$ cat config.mk
export PLATFORM = sky130hd
export DESIGN_NAME = axis_output_arbiter
export DESIGN_NICKNAME = d
export VERILOG_FILES = /design/src/rtl/axis_output_arbiter_pkg.sv /design/src/rtl/axis_output_arbiter_rr_priority_picker.sv /design/src/rtl/axis_output_arbiter.sv
export SDC_FILE = /design/constraint.sdc
export NUM_CORES = 1
export LEC_CHECK = 0
export BUFFER_PORTS_ARGS = -buffer_cell sky130_fd_sc_hd__buf_4
export CORE_AREA = 4 4 105 107
export DETAILED_ROUTE_END_ITERATION = 16
export DIE_AREA = 0 0 109 111
export PLACE_DENSITY = 0.7
export SLEW_MARGIN = 20
export SYNTH_ARGS = -nofsm -noshare
export SYNTH_HDL_FRONTEND = slang
export SYNTH_HIERARCHICAL = 1
export SYNTH_SLANG_ARGS = --single-unit
$ cat constraint.sdc
create_clock -name clk_i -period 4 [get_ports clk_i]
set_clock_uncertainty 0.1 [all_clocks]
set_input_delay 0.8 -clock clk_i [delete_from_list [all_inputs] [get_ports clk_i]]
set_output_delay 0.8 -clock clk_i [all_outputs]
set_load 0.02 [all_outputs]
$ cat src/rtl/axis_output_arbiter_pkg.sv
// -----------------------------------------------------------------------------
// axis_output_arbiter_pkg
// Shared types and constants for the router output-channel arbiter:
//   - axis_data_t / axis_mosi_t : AXI-Stream forward path (TVALID + payload)
//   - axis_miso_t               : AXI-Stream backward path (TREADY)
//   - ROUTING_HEADER            : TID value tagging the first flit of a packet
//   - arb_state_t               : arbiter FSM states
// -----------------------------------------------------------------------------
package axis_output_arbiter_pkg;

    localparam int AXIS_DATA_WIDTH = 40;
    localparam int AXIS_ID_WIDTH   = 2;

    // TID carried by the routing header flit; the arbiter itself never looks at it.
    localparam logic [AXIS_ID_WIDTH-1:0] ROUTING_HEADER = 2'd1;

    typedef struct packed {
        logic [AXIS_ID_WIDTH-1:0]   TID;
        logic                       TLAST;
        logic [AXIS_DATA_WIDTH-1:0] TDATA;
    } axis_data_t;

    typedef struct packed {
        logic       TVALID;
        axis_data_t data;
    } axis_mosi_t;

    typedef struct packed {
        logic TREADY;
    } axis_miso_t;

    typedef enum logic [0:0] {
        IDLE   = 1'b0,
        LOCKED = 1'b1
    } arb_state_t;

endpackage

$ cat src/rtl/axis_output_arbiter_rr_priority_picker.sv
// -----------------------------------------------------------------------------
// rr_priority_picker
// Combinational round-robin search: returns the first set bit of i_req when
// scanning i_ptr, i_ptr+1, ... wrapping from N-1 back to 0.
// Ports:
//   i_req   [N-1:0]  request vector
//   i_ptr   [W-1:0]  starting index of the search (must be < N)
//   o_found          at least one request is set
//   o_idx   [W-1:0]  index of the winner (0 when o_found is low)
// -----------------------------------------------------------------------------
module rr_priority_picker
    import axis_output_arbiter_pkg::*;
#(
    parameter int N = 5,
    parameter int W = $clog2(N)
) (
    input  logic [N-1:0] i_req,
    input  logic [W-1:0] i_ptr,
    output logic         o_found,
    output logic [W-1:0] o_idx
);

    // One extra bit so ptr + offset cannot overflow before the wrap subtract.
    localparam int SW = W + 1;

    logic [SW-1:0] w_cand;

    // Scan offsets 0..N-1 from the pointer; the first hit wins.
    always_comb begin
        o_found = 1'b0;
        o_idx   = '0;
        w_cand  = '0;
        for (int k = 0; k < N; k++) begin
            w_cand = {1'b0, i_ptr} + SW'(k);
            // Explicit wrap instead of a modulo, so non-power-of-2 N stays cheap.
            if (w_cand >= SW'(N)) begin
                w_cand = w_cand - SW'(N);
            end else begin
                w_cand = w_cand;
            end
            if (!o_found && i_req[w_cand[W-1:0]]) begin
                o_found = 1'b1;
                o_idx   = w_cand[W-1:0];
            end else begin
                o_found = o_found;
            end
        end
    end

endmodule

$ cat src/rtl/axis_output_arbiter.sv
// -----------------------------------------------------------------------------
// axis_output_arbiter
// Packet-level round-robin arbiter for one router output channel. One input
// owns the output from its first flit through the TLAST handshake; priority
// then rotates to the index after the owner. Arbitration costs one IDLE
// bubble per packet; while LOCKED the owner is passed through combinationally.
// Ports:
//   clk_i          clock
//   rst_i          synchronous active-high reset
//   in_mosi_i[N]   requester streams (TVALID is the request)
//   in_miso_o[N]   TREADY back to requesters (only the owner ever sees it)
//   out_mosi_o     arbitrated stream to the output link
//   out_miso_i     downstream TREADY
//   grant_valid_o  high while an input owns the output
//   grant_idx_o    owner index, meaningful when grant_valid_o is high
// -----------------------------------------------------------------------------
module axis_output_arbiter
    import axis_output_arbiter_pkg::*;
#(
    parameter int CHANNEL_NUMBER       = 5,
    parameter int CHANNEL_NUMBER_WIDTH = $clog2(CHANNEL_NUMBER)
) (
    input  logic                            clk_i,
    input  logic                            rst_i,
    input  axis_mosi_t                      in_mosi_i [CHANNEL_NUMBER],
    output axis_miso_t                      in_miso_o [CHANNEL_NUMBER],
    output axis_mosi_t                      out_mosi_o,
    input  axis_miso_t                      out_miso_i,
    output logic                            grant_valid_o,
    output logic [CHANNEL_NUMBER_WIDTH-1:0] grant_idx_o
);

    arb_state_t                      r_state;
    arb_state_t                      w_next_state;
    logic [CHANNEL_NUMBER_WIDTH-1:0] r_rr_ptr;
    logic [CHANNEL_NUMBER_WIDTH-1:0] r_grant_idx;
    logic [CHANNEL_NUMBER-1:0]       w_req;
    logic                            w_found;
    logic [CHANNEL_NUMBER_WIDTH-1:0] w_pick_idx;
    logic                            w_release;

    // Request vector is simply each input's TVALID.
    always_comb begin
        w_req = '0;
        for (int i = 0; i < CHANNEL_NUMBER; i++) begin
            w_req[i] = in_mosi_i[i].TVALID;
        end
    end

    rr_priority_picker #(
        .N (CHANNEL_NUMBER),
        .W (CHANNEL_NUMBER_WIDTH)
    ) u_picker (
        .i_req   (w_req),
        .i_ptr   (r_rr_ptr),
        .o_found (w_found),
        .o_idx   (w_pick_idx)
    );

    // Next-state decode and output muxing; outputs depend only on state and owner.
    always_comb begin
        w_next_state = r_state;
        w_release    = 1'b0;
        out_mosi_o   = '0;
        for (int i = 0; i < CHANNEL_NUMBER; i++) begin
            in_miso_o[i] = '0;
        end
        case (r_state)
            IDLE: begin
                if (w_found) begin
                    w_next_state = LOCKED;
                end else begin
                    w_next_state = IDLE;
                end
            end
            LOCKED: begin
                out_mosi_o             = in_mosi_i[r_grant_idx];
                in_miso_o[r_grant_idx] = out_miso_i;
                // Ownership ends only on the accepted last flit; a TVALID gap never preempts.
                w_release = in_mosi_i[r_grant_idx].TVALID
                          & in_mosi_i[r_grant_idx].data.TLAST
                          & out_miso_i.TREADY;
                if (w_release) begin
                    w_next_state = IDLE;
                end else begin
                    w_next_state = LOCKED;
                end
            end
            default: begin
                w_next_state = IDLE;
            end
        endcase
    end

    // State, owner and round-robin pointer registers.
    always_ff @(posedge clk_i) begin
        if (rst_i) begin
            r_state     <= IDLE;
            r_rr_ptr    <= '0;
            r_grant_idx <= '0;
        end else begin
            r_state <= w_next_state;
            if (r_state == IDLE && w_found) begin
                r_grant_idx <= w_pick_idx;
            end else begin
                r_grant_idx <= r_grant_idx;
            end
            // Priority moves to the input just after the releasing owner.
            if (w_release) begin
                if (r_grant_idx == CHANNEL_NUMBER_WIDTH'(CHANNEL_NUMBER - 1)) begin
                    r_rr_ptr <= '0;
                end else begin
                    r_rr_ptr <= r_grant_idx + CHANNEL_NUMBER_WIDTH'(1);
                end
            end else begin
                r_rr_ptr <= r_rr_ptr;
            end
        end
    end

    assign grant_valid_o = (r_state == LOCKED);
    assign grant_idx_o   = r_grant_idx;

endmodule
==> results.ini <==
[floorplanning]
fp.dieH_um=111
row_count=37
ios=276
initial_utilization_pct=32.0
chipWidth_um=109
coreArea_um2=10100
dieArea_um2=12100

[synthesis]
synthCells=428
synth_largest_area_cell=mux4_2
ys.warnings.count=6
yosysSeqAreaShare_pct=4.32
syn_area_per_cell_um2=7.59
ys_ff_latch=7
netlist_area_um2=3250
synth_ff_type=dfxtp_1
synth-async-reset-ratio_pct=0
synth-edff-count=0
synthesis.nets=662
yosys.cell_types.count=65
yosys.area.top_type_share_pct=13.2
synth_area_leaders=mux4_2, mux2i_1, a21oi_1, nor2b_1, a22oi_1

[worst_setup_path]
path_class=reg -> reg
critPathTopFamily=multiplexers
crit_chain=inv_1, ha_1, inv_1, fa_1, a21oi_2, mux2i_1, mux2i_1, o311ai_4, nor2b_1, mux2_2, a221o_1, a21oi_1, nor2_1
critPathMaxFanout=7
cp-start-kind=register
required_ns=4.02
path_buf_inv=2
critPathSlowestCell=fa_1
critPathMaxStageDelay_ns=0.41
worstSetupEndpointType=register
cp.arrival_ns=3.64

[clocking]
cts.clk_slew.worst_paths_ns=0.04
htree_levels=1
cts_buffers=3
cts.sinks=7
cts-root-buf=clkbuf_8
clock_path_buffers=2
clk-insertion-delay-late_ns=0.24
cts_resized=0
ctsHoldBuffers=0
cts_tree=done
cts_setup_buffers=0

[global_routing]
overflow=0
grt_pass1_vias=4580
track_usage_pct=25.2
grt_max_degree=41
antenna_found_initial=1
grt_pass1_wl_mm=24.0

[drt]
drt_iter0_markers=354
via_per_inst=5.41
route.detailed.drc=0
wire_per_inst_um=19.9
via_count=4422
firstDrtPassIters=4
postRouteAntennaNets=0
routed_wl_mm=16.3

[pwr]
share_comb_of_total_power_pct=86.4
powerDensity_nw_per_um2=308
p_seq_share_pct=7.3
max-vdd-ir-drop_mv=0.170
power.switching_uw=823
p_clk_share_pct=6.3
p_sw_share_pct=49.5
p_leak_uw=0.00242
intPower_uw=841

[timing]
final-setup-viol-count=0
fin_setup_tns_ns=0
relSlewSlack_pct=35.2
min_period_ns=3.61
hold_violations=0
setup_slack_ns=0.387
tightest_slew_ns=0.970
clock.fmax_mhz=277
drv_slew=0
post-route-period-util_pct=90.3
holdWs_ns=0.479
rsz0062_at_grt=false

[place]
post-place-ws_ns=0.408
place_congestion=0.912
numPortBuffers=275
dp_hpwl_mm=13.5

[cells_and_area]
area_delta_synth_final_pct=66.2
multi_input_area_um2=2840
antenna-diode-count=0
fillers=995
final_util_pct=53.2
drive_gt1_share_pct=48.7
nets=917
final-seq-area_um2=144

[flow_run]
cap_violations=0

[status]
status=finished, final reports clean

[min_path]
hold_class=reg -> reg

[state kept, by name (all words and copies together) (netlist names)]
register,flops
r_rr_ptr,3
grant_valid_o,1
grant_idx_o,3
[cell families (layout without fill, tap and decap cells)]
logic type,after synthesis,after routing,synth area share [%]
AND/OR/NAND/NOR,158,158,27.3
adder cells (fa/ha/maj),11,11,4.47
buffers and inverters,49,303,8.09
flip-flops,7,7,4.32
AO/OA/AOI/OAI,140,140,28.7
XOR/XNOR,6,6,1.62
multiplexers,57,57,25.5
[per-stage QoR]
| step | cell area [um^2] | total power (uW) | std cells |
|---|---|---|---|
| 2_1_floorplan | 3250 | 1040 | 428 |
| 3_3_place_gp | 5350 | 1530 | 814 |
| 3_5_place_dp | 5350 | 1550 | 814 |
| 4_1_cts | 5400 | 1660 | 818 |
| 5_1_grt | 5400 | 1790 | 818 |
| 6_report | 5400 | 1660 | 818 |
[cells in the final DEF (no fill, tap or decap), drive strengths merged, types with 2 or more instances in the layout]
cell type  synthesis  routed
o22ai             13      13
o211ai             2       2
dfxtp              7       7
xnor2              5       5
o21a               3       3
nor3b              3       3
o311ai             2       2
nor3               8       8
buf               24     285
ha                10      10
o211a              2       2
a211oi             3       3
nor2              44      44
a31oi              3       3
mux2i             35      35
a22oi             24      24
nor4               6       6
or3b               2       2
nand4              2       2
inv               14      14
o21ai             16      16
clkbuf            11       4
and2              26      26
nand3b             3       3
and3               4       4
nand2              8       8
o221ai             2       2
nor2b             42      42
nand2b             4       4
a21oi             57      57
mux2               2       2
mux4              20      20
or2                2       2
[power groups by stage]
stage	registers (uW)	clock network (uW)	logic, uW
6_report	121	105	1440
5_1_grt	127	111	1550
4_1_cts	122	107	1430
3_5_place_dp	123	0	1430
3_3_place_gp	123	0	1410
2_1_floorplan	99.5	0	941
[worst paths after layout]
path / from / to / slack [ns] / cells past startpoint
setup / recovery: r_rr_ptr[0] / grant_idx_o[1] / 0.39 / 13
hold / removal: r_rr_ptr[1] / r_rr_ptr[1] / 0.48 / 2
setup reg to reg: r_rr_ptr[0] / grant_idx_o[1] / 0.39 / 13
hold reg to reg: r_rr_ptr[1] / r_rr_ptr[1] / 0.48 / 2
[routing by layer]
layer  share of wire (%)  vias up  track usage [%]
li1                    -     2115                -
met1                  38     2050             30.7
met2                  47      216             40.9
met3                  12       39             8.56
met4                 3.1        2             8.67
met5               0.080        -                0
[tightest hold or removal path, stage by stage, from the launching register on]
cell	delay, ns
dfxtp_1	0.36
nand2_1	0.09
mux2i_1	0.07
[synthesized netlist by cell type (2+ instances only)]
cell      number
o221ai_1       2
o22ai_1       13
nand3b_1       3
buf_6          3
nor3_1         6
a211oi_2       3
xnor2_1        5
inv_2          2
o211a_1        2
buf_4          4
nor2b_1       42
o21ai_0       16
a21oi_1       55
mux2i_1       35
and2_1        26
mux2_2         2
o211ai_1       2
mux4_2        19
inv_1         12
a31oi_1        3
nand2_1        8
ha_1          10
nor3_2         2
and3_1         4
o21a_1         3
nor3b_1        3
nor2_1        42
a21oi_2        2
or3b_1         2
nor4_1         6
a22oi_1       24
nand4_1        2
nand2b_1       3
clkbuf_1      10
buf_2         16
dfxtp_1        7
[layout make-up]
class	count	share of cell area, %
multi-input combinational	372	52.7
timing repair buffer	285	39.7
tap	136	3.15
sequential	7	2.67
inverter	14	0.974
clock buffer	4	0.835
Note: power is estimated with default switching activity, not from simulation.
